File: config.mk
export PLATFORM = sky130hd
export DESIGN_NAME = exec_sequencer
export DESIGN_NICKNAME = d
export VERILOG_FILES = /design/src/rtl/exec_sequencer.sv
export SDC_FILE = /design/constraint.sdc
export NUM_CORES = 1
export LEC_CHECK = 0
export BUFFER_PORTS_ARGS = -buffer_cell sky130_fd_sc_hd__buf_2
export CORE_ASPECT_RATIO = 1.5
export CORE_MARGIN = 2
export CORE_UTILIZATION = 61
export DETAILED_ROUTE_END_ITERATION = 10
export PLACE_DENSITY_LB_ADDON = 0.25
export SETUP_SLACK_MARGIN = 0.5
export SLEW_MARGIN = 20
export SYNTH_ARGS = -nofsm -noshare
export SYNTH_HDL_FRONTEND = slang
export SYNTH_SLANG_ARGS = --single-unit
File: constraint.sdc
create_clock -name clk -period 9.05 [get_ports clk]
set_clock_uncertainty 0.1 [all_clocks]
set_input_delay 1.81 -clock clk [delete_from_list [all_inputs] [get_ports clk]]
set_output_delay 1.81 -clock clk [all_outputs]
set_load 0.01 [all_outputs]
File: src/rtl/exec_sequencer.sv
// Multi-cycle fetch/decode/memory/execute sequencer for the 16-bit accumulator CPU.
// Owns the PC, the instruction register and the CALL/RET return stack.
module exec_sequencer #(
    parameter int DEPTH = 8,
    parameter int PC_W  = 10
) (
    input  logic            clk,
    input  logic            rst,
    output logic            imem_req,
    output logic [PC_W-1:0] imem_addr,
    input  logic [15:0]     imem_rdata,
    input  logic            imem_valid,
    output logic [15:0]     inst,
    input  logic [1:0]      data_src,
    input  logic [PC_W-1:0] operand,
    input  logic            ce_reg,
    input  logic            ce_mem,
    input  logic            ce_a,
    input  logic            ce_cy,
    input  logic            ce_bank,
    input  logic            is_jump,
    input  logic            call,
    input  logic            ret,
    input  logic            jump_taken,
    output logic            dmem_req,
    output logic            dmem_we,
    input  logic            dmem_ready,
    output logic            we_reg,
    output logic            we_a,
    output logic            we_cy,
    output logic            we_bank,
    output logic [PC_W-1:0] pc,
    output logic            halted,
    output logic            err_ovf,
    output logic            err_unf,
    output logic [15:0]     retired
);

    localparam int CNT_W = $clog2(DEPTH + 1);
    localparam int IDX_W = $clog2(DEPTH);

    typedef enum logic [2:0] {
        S_FETCH,
        S_DECODE,
        S_MEM,
        S_EXEC,
        S_HALT
    } state_t;

    state_t            state_reg, state_next;
    logic [PC_W-1:0]   pc_reg, pc_next, pc_plus1;
    logic [15:0]       inst_reg;
    logic [CNT_W-1:0]  count_reg, count_next;
    logic [15:0]       retired_reg;
    logic              ovf_reg, unf_reg;
    logic              set_ovf, set_unf;
    logic              exec_ok, push_en, needs_mem;
    logic              stack_full, stack_empty;
    logic [IDX_W-1:0]  top_idx;
    logic [PC_W-1:0]   top_reg;
    logic [PC_W-1:0]   stack_mem [DEPTH];
    logic [3:0]        ce_vec, we_vec;

    assign pc_plus1    = pc_reg + PC_W'(1);
    assign stack_full  = (count_reg == CNT_W'(DEPTH));
    assign stack_empty = (count_reg == '0);
    assign top_idx     = stack_empty ? '0 : IDX_W'(count_reg - CNT_W'(1));
    // ADDR and [Rx] operands go through data memory; #DATA and Rx do not
    assign needs_mem   = (ce_a | ce_mem) & ((data_src == 2'b00) | (data_src == 2'b10));

    always_comb begin
        state_next = state_reg;
        pc_next    = pc_reg;
        count_next = count_reg;
        push_en    = 1'b0;
        exec_ok    = 1'b0;
        set_ovf    = 1'b0;
        set_unf    = 1'b0;
        case (state_reg)
            S_FETCH:  if (imem_valid) state_next = S_DECODE;
            S_DECODE: state_next = needs_mem ? S_MEM : S_EXEC;
            S_MEM:    if (dmem_ready) state_next = S_EXEC;
            S_EXEC: begin
                state_next = S_FETCH;
                if (ret) begin
                    if (stack_empty) begin
                        set_unf    = 1'b1;
                        state_next = S_HALT;
                    end else begin
                        pc_next    = top_reg;
                        count_next = count_reg - CNT_W'(1);
                        exec_ok    = 1'b1;
                    end
                end else if (call) begin
                    if (stack_full) begin
                        set_ovf    = 1'b1;
                        state_next = S_HALT;
                    end else begin
                        push_en    = 1'b1;
                        pc_next    = operand;
                        count_next = count_reg + CNT_W'(1);
                        exec_ok    = 1'b1;
                    end
                end else begin
                    pc_next = (is_jump & jump_taken) ? operand : pc_plus1;
                    exec_ok = 1'b1;
                end
            end
            S_HALT:   state_next = S_HALT;
            default:  state_next = S_FETCH;
        endcase
    end

    always_ff @(posedge clk) begin
        if (rst) begin
            state_reg   <= S_FETCH;
            pc_reg      <= '0;
            inst_reg    <= '0;
            count_reg   <= '0;
            retired_reg <= '0;
            ovf_reg     <= 1'b0;
            unf_reg     <= 1'b0;
        end else begin
            state_reg <= state_next;
            pc_reg    <= pc_next;
            count_reg <= count_next;
            if (state_reg == S_FETCH && imem_valid) inst_reg <= imem_rdata;
            if (exec_ok) retired_reg <= retired_reg + 16'd1;
            ovf_reg <= ovf_reg | set_ovf;
            unf_reg <= unf_reg | set_unf;
        end
    end

    // Top-of-stack is read every cycle; it is stable by EXEC because pushes only happen in EXEC
    always_ff @(posedge clk) begin
        if (push_en && !rst) stack_mem[IDX_W'(count_reg)] <= pc_plus1;
        top_reg <= stack_mem[top_idx];
    end

    assign ce_vec = {ce_bank, ce_cy, ce_a, ce_reg};

    generate
        for (genvar gi = 0; gi < 4; gi++) begin : g_we
            assign we_vec[gi] = exec_ok & ce_vec[gi];
        end
    endgenerate

    assign {we_bank, we_cy, we_a, we_reg} = we_vec;
    assign imem_req  = (state_reg == S_FETCH);
    assign imem_addr = pc_reg;
    assign dmem_req  = (state_reg == S_MEM);
    assign dmem_we   = dmem_req & ce_mem;
    assign halted    = (state_reg == S_HALT);
    assign inst      = inst_reg;
    assign pc        = pc_reg;
    assign err_ovf   = ovf_reg;
    assign err_unf   = unf_reg;
    assign retired   = retired_reg;

endmodule
==> results of run 1 <==
through the flow:
step	power, mW	cell area, um2
after detailed placement	0.937	6720
after global placement	0.930	6720
after floorplan	0.879	6270
final	1.55	7260
after global routing	1.61	7260
after CTS	1.56	7260
worst max-delay path by stage:
stage | startpoint | endpoint | slack, ns | cells past startpoint
6_report | ret | we_reg | 3.55 | 5
5_1_grt | ret | we_a | 3.44 | 5
4_1_cts | ret | we_reg | 3.55 | 5
3_5_place_dp | ret | we_reg | 3.57 | 5
3_3_place_gp | ret | we_reg | 3.63 | 5
2_1_floorplan | call | we_a | 4.36 | 5
worst max-delay path, stage by stage:
cell and delay (ns):
buf_2 0.26, and4bb_2 0.33, a211oi_2 0.82, and2_1 0.24
buf_2 0.13
final cells by class:
type                    count  area share (%)
flip-flops and latches    141            49.9
inverters                  10           0.517
well taps                 117            2.02
clock inverters            15            1.55
multi-input cells         373            32.8
clock buffers              17            5.86
repair buffers            105            7.38
routing by layer:
| layer | vias to the layer above | global-route usage, % |
|---|---|---|
| met5 | - | 0 |
| met4 | 0 | 9.93 |
| met3 | 27 | 7.34 |
| met2 | 197 | 46.3 |
| met1 | 2334 | 30.4 |
| li1 | 2304 | - |
cell families after synthesis:
family | after synthesis
buf+inv | 56
fa+ha+maj | 4
compound gates | 139
flops | 141
simple gates | 192
mux | 26
xor+xnor | 12
power breakdown:
| part | switching [mW] | internal, mW | total [mW] | leakage [nW] |
|---|---|---|---|---|
| registers | 0.0261 | 0.705 | 0.731 | 1.26 |
| logic | 0.118 | 0.0773 | 0.195 | 1.29 |
| clock network | 0.275 | 0.352 | 0.627 | 0.259 |
placed cells by master, fill, tap and decap left out, types with 13 or more instances in the layout:
cell type,instances
a21oi_1,46
buf_2,101
mux2i_1,13
o21ai_0,22
nor3_1,15
dfxtp_1,61
mux2_2,13
nor2_1,25
clkbuf_16,17
nand3_1,32
edfxtp_1,80
nand2_1,57
==> results.yml, run 1 <==
run_status:
  status: "finished clean"
finish:
  drive_above_1_share_pct: 25.4
  multi_input_area_mm2: 0.00238
  layout.nets: 693
  stdcell_count: 778
  regArea_mm2: 0.00362
  fill_cells: 709
  syn2layout_area_growth_pct: 15.7
  n_antenna_cell: 0
  largest_reg_flops: 80
  post-route-util_pct: 72.0
yosys:
  synth_top_family_by_area: "simple AND/OR/NAND/NOR gates"
  yosysSeqAreaShare_pct: 57.8
  synthCells: 570
  synth_compound_area_share_pct: 14.9
  syn_area_mm2: 0.00627
  yosysWarnings: 0
  yosys.area.top_type_share_pct: 38.3
  yosys.area_share.adder_pct: 0.798
  yosysMostFrequentCell: "edfxtp_1"
  muxShareOfSynthArea_pct: 4.41
  async_reset_ff_share_pct: 0
  netlist-cell-type-count: 62
  synth_edf_count: 80
  syn_nets: 615
  synth_area_leaders: "edfxtp_1 38%, dfxtp_1 19%, a21oi_1 3.7%"
  synthFlopType: "edfxtp_1"
  syn-mean-instance-area_um2: 11.0
  synth-simple-area-share_pct: 16.0
  synth_xor_xnor_area_share_pct: 1.68
  synth_common_cells: "80 x edfxtp_1, 61 x dfxtp_1, 57 x nand2_1, 46 x a21oi_1, 32 x nand3_1"
  synth_top_area_cell: "edfxtp_1"
  ys_ff_latch: 141
route:
  drt_iter0_drc: 286
  met3_length_um: 880
  dr_wl_met2_um: 7820
  wl_met1_um: 5520
  routed_via_density: 6.25
  antenna_left: 0
  top_layer_used: "met4"
  wl_per_cell_um: 18.6
  dr.pass1.iters: 5
  drc: 0
  vias: 4862
  finalWirelength_um: 14500
timing:
  whs_ns: 0.352
  final_max_slew_viol_count: 0
  setup-tns-final_ns: 0
  fmax_ghz: 0.182
  setup_violations: 0
  hold_violations: 0
  post-route-period-util_pct: 60.7
  worst_pin_slew_ns: 1.07
  fin_ws_ns: 3.55
  rsz0062_at_grt: "no"
  slew_headroom_pct: 28.7
  fin_crit_ns: 5.50
flow_run:
  maxCapViolCount: 0
critical_path:
  cp-end-kind: "output port"
  worstSetupPathType: "in2out"
  crit_required_ns: 7.14
  rr_worst_depth: 7
  worst_r2r_endpoint: "stack_mem[5][6]$_DFFE_PP_"
  cp-start-kind: "input pin"
  worstPathArrival_ns: 3.59
  worstPathMaxFanout: 26
  reg2reg_slack_ns: 5.11
  regToRegStartpoint: "count_reg[0]$_SDFFE_PP0P_"
placement:
  place_inst: 746
  portBuffers: 101
  dpl.hpwl_um: 9820
  place_congestion: 0.864
  pre_cts_ws_ns: 3.57
clock_network:
  htree_levels: 4
  clk_latency_ns: 0.42
  clock_sink_count: 141
  cts_root_buf: "clkbuf_16"
  cts-buffers-inserted: 17
  cts_hold_buf: 0
  cts_max_path_buffers: 2
  cts_resized: 0
  cts_setup_buffers: 0
  cts_tree: "done"
  path_clk_slew_ns: 0.06
global_routing:
  grt_pass1_wl_um: 22300
  overflow: 0
  antenna_found_initial: 0
  grtUsageTotal_pct: 26.5
  grt_max_degree: 51
  grt_pass1_vias: 4538
power_and_ir_drop:
  leakage_nw: 2.81
  power_density_mw_per_mm2: 214
  worst_ir_drop_vdd_v: 0.000147
die:
  die_width_um: 86.8
  ioPinCount: 103
  start_util_pct: 62.2
  rows: 45
  die_area_mm2: 0.0111
  fp.dieH_um: 128
  core_mm2: 0.0101
min_path:
  whs_path_depth: 2
  worstHoldEndpoint: "inst[4]$_SDFFE_PP0P_"
  min_path_type: "reg2reg"
  min_from: "inst[4]$_SDFFE_PP0P_"
Note: power is estimated with default switching activity, not from simulation.
==> inputs of run 2 (changes only) <==
--- a/config.mk
+++ b/config.mk
@@ -8,7 +8,7 @@
 export BUFFER_PORTS_ARGS = -buffer_cell sky130_fd_sc_hd__buf_2
 export CORE_ASPECT_RATIO = 1.5
 export CORE_MARGIN = 2
-export CORE_UTILIZATION = 61
+export CORE_UTILIZATION = 51
 export DETAILED_ROUTE_END_ITERATION = 10
 export PLACE_DENSITY_LB_ADDON = 0.25
 export SETUP_SLACK_MARGIN = 0.5
==> constraint.sdc (replaced) <==
create_clock -name clk -period 4.6 [get_ports clk]
set_clock_uncertainty 0.1 [all_clocks]
set_input_delay 0.92 -clock clk [delete_from_list [all_inputs] [get_ports clk]]
set_output_delay 0.92 -clock clk [all_outputs]
set_load 0.01 [all_outputs]
==> results.yml, run 2 (same netlist as run 1, synthesis figures left out) <==
run_status:
  status: "finished clean"
clock_network:
  cts_root_buf: "clkbuf_16"
  cts_tree: "done"
  path_clk_slew_ns: 0.06
  htree_levels: 4
  cts_max_path_buffers: 2
  clk_latency_ns: 0.41
  cts-buffers-inserted: 17
  clock_sink_count: 141
global_routing:
  overflow: 0
  grt_pass1_wl_um: 23600
  grtUsageTotal_pct: 23.5
  antenna_found_initial: 0
  grt_pass1_vias: 4684
  grt_max_degree: 50
die:
  fp.dieH_um: 140
  core_mm2: 0.0120
  die_width_um: 94.6
  ioPinCount: 103
  start_util_pct: 52.2
  die_area_mm2: 0.0132
  rows: 49
route:
  drc: 0
  finalWirelength_um: 15200
  vias: 4871
  routed_via_density: 5.95
  drt_iter0_drc: 296
  wl_per_cell_um: 18.6
  dr.pass1.iters: 5
  antenna_left: 0
timing:
  fmax_ghz: 0.256
  fin_crit_ns: 3.90
  slew_headroom_pct: 30.5
  whs_ns: 0.351
  setup_violations: 0
  rsz0062_at_grt: "no"
  final_max_slew_viol_count: 0
  post-route-period-util_pct: 84.8
  hold_violations: 0
  worst_pin_slew_ns: 1.04
  setup-tns-final_ns: 0
finish:
  fin_area_mm2: 0.00737
  mostFrequentLayoutCells: "101 x buf_2, 80 x edfxtp_1, 61 x dfxtp_1, 57 x nand2_1, 46 x a21oi_1"
  fill_cells: 1021
  drive_above_1_share_pct: 25.6
  syn2layout_area_growth_pct: 17.5
  n_antenna_cell: 0
  regArea_mm2: 0.00362
  largest_reg_flops: 80
  final_common_cell: "buf_2"
  multi_input_area_mm2: 0.00238
  layout.nets: 697
  stdcell_count: 818
placement:
  place_congestion: 0.859
  place_inst: 786
  portBuffers: 101
  dpl.hpwl_um: 10900
  placed_cell_area_mm2: 0.00679
power_and_ir_drop:
  power_density_mw_per_mm2: 426
  pwr-share-comb_pct: 12.6
  worst_ir_drop_vdd_v: 0.000241
  intPower_mw: 2.34
  leakage_nw: 2.83
  power_frac_seq_pct: 45.7
  p_switching_mw: 0.805
  clockPowerShare_pct: 41.7
  swShare_pct: 25.6
flow_run:
  maxCapViolCount: 0
critical_path:
  worstPathMaxFanout: 27
  worstSetupPathType: "reg2out"
  cp-end-kind: "output port"
  cp-start-kind: "flop"
  worstPathArrival_ns: 2.88
  crit_required_ns: 3.58
min_path:
  min_path_type: "reg2reg"
## run 2: power groups by stage
stage,clock network [mW],registers [mW],logic [mW]
finish,1.31,1.44,0.394
global route,1.38,1.44,0.437
CTS,1.32,1.44,0.396
detailed placement,0,1.46,0.393
global placement,0,1.46,0.380
floorplan,0,1.45,0.276
## run 2: repair_timing
action                     CTS  global route
hold buffers                 0             0
setup endpoints to repair    0             4
resized for setup            0             1
hold endpoints to repair     0             0
buffers inserted             0             0
## run 2: final cells by class
cell class	instances	area share, %
Clock inverter	14	1.99
Sequential cell	141	49.2
Inverter	10	0.509
Tap cell	153	2.60
Multi-Input combinational cell	373	32.3
Timing Repair Buffer	109	7.67
Clock buffer	18	5.82
## run 2: worst paths after layout
check	startpoint	end	slack [ns]	cells after the start
worst max register to register	count_reg[0]$_SDFFE_PP0P_	stack_mem[5][2]$_DFFE_PP_	0.83	7
worst min register to register	inst[6]$_SDFFE_PP0P_	inst[6]$_SDFFE_PP0P_	0.35	2
worst min-delay path	inst[6]$_SDFFE_PP0P_	inst[6]$_SDFFE_PP0P_	0.35	2
worst max-delay path	count_reg[0]$_SDFFE_PP0P_	we_cy	0.70	7
## run 2: stage by stage
stage | power, mW | utilization, % | worst slack, ns
finish | 3.14 | 61.3 | 0.700
global route | 3.26 | 61.3 | 0.528
CTS | 3.15 | 61.3 | 0.635
detailed placement | 1.86 | 56.5 | 0.834
global placement | 1.84 | 56.5 | 0.971
floorplan | 1.73 | - | 1.64
## run 2: critical path, cell delays in order, from the launching register on
cell      delay, ns
dfxtp_1        0.30
buf_4          0.33
inv_1          0.33
ha_1           0.40
and3b_1        0.38
a211oi_4       0.41
and2_1         0.17
buf_2          0.12
## run 2: per-layer routing
| metal | routed length [um] | vias to the layer above | GRT usage [%] |
|---|---|---|---|
| met2 | 8490 | 196 | 44.4 |
| met3 | 863 | 41 | 4.82 |
| met1 | 5370 | 2333 | 23.7 |
| met4 | 512 | 0 | 11.7 |
| met5 | 0 | - | 0 |
| li1 | - | 2301 | - |
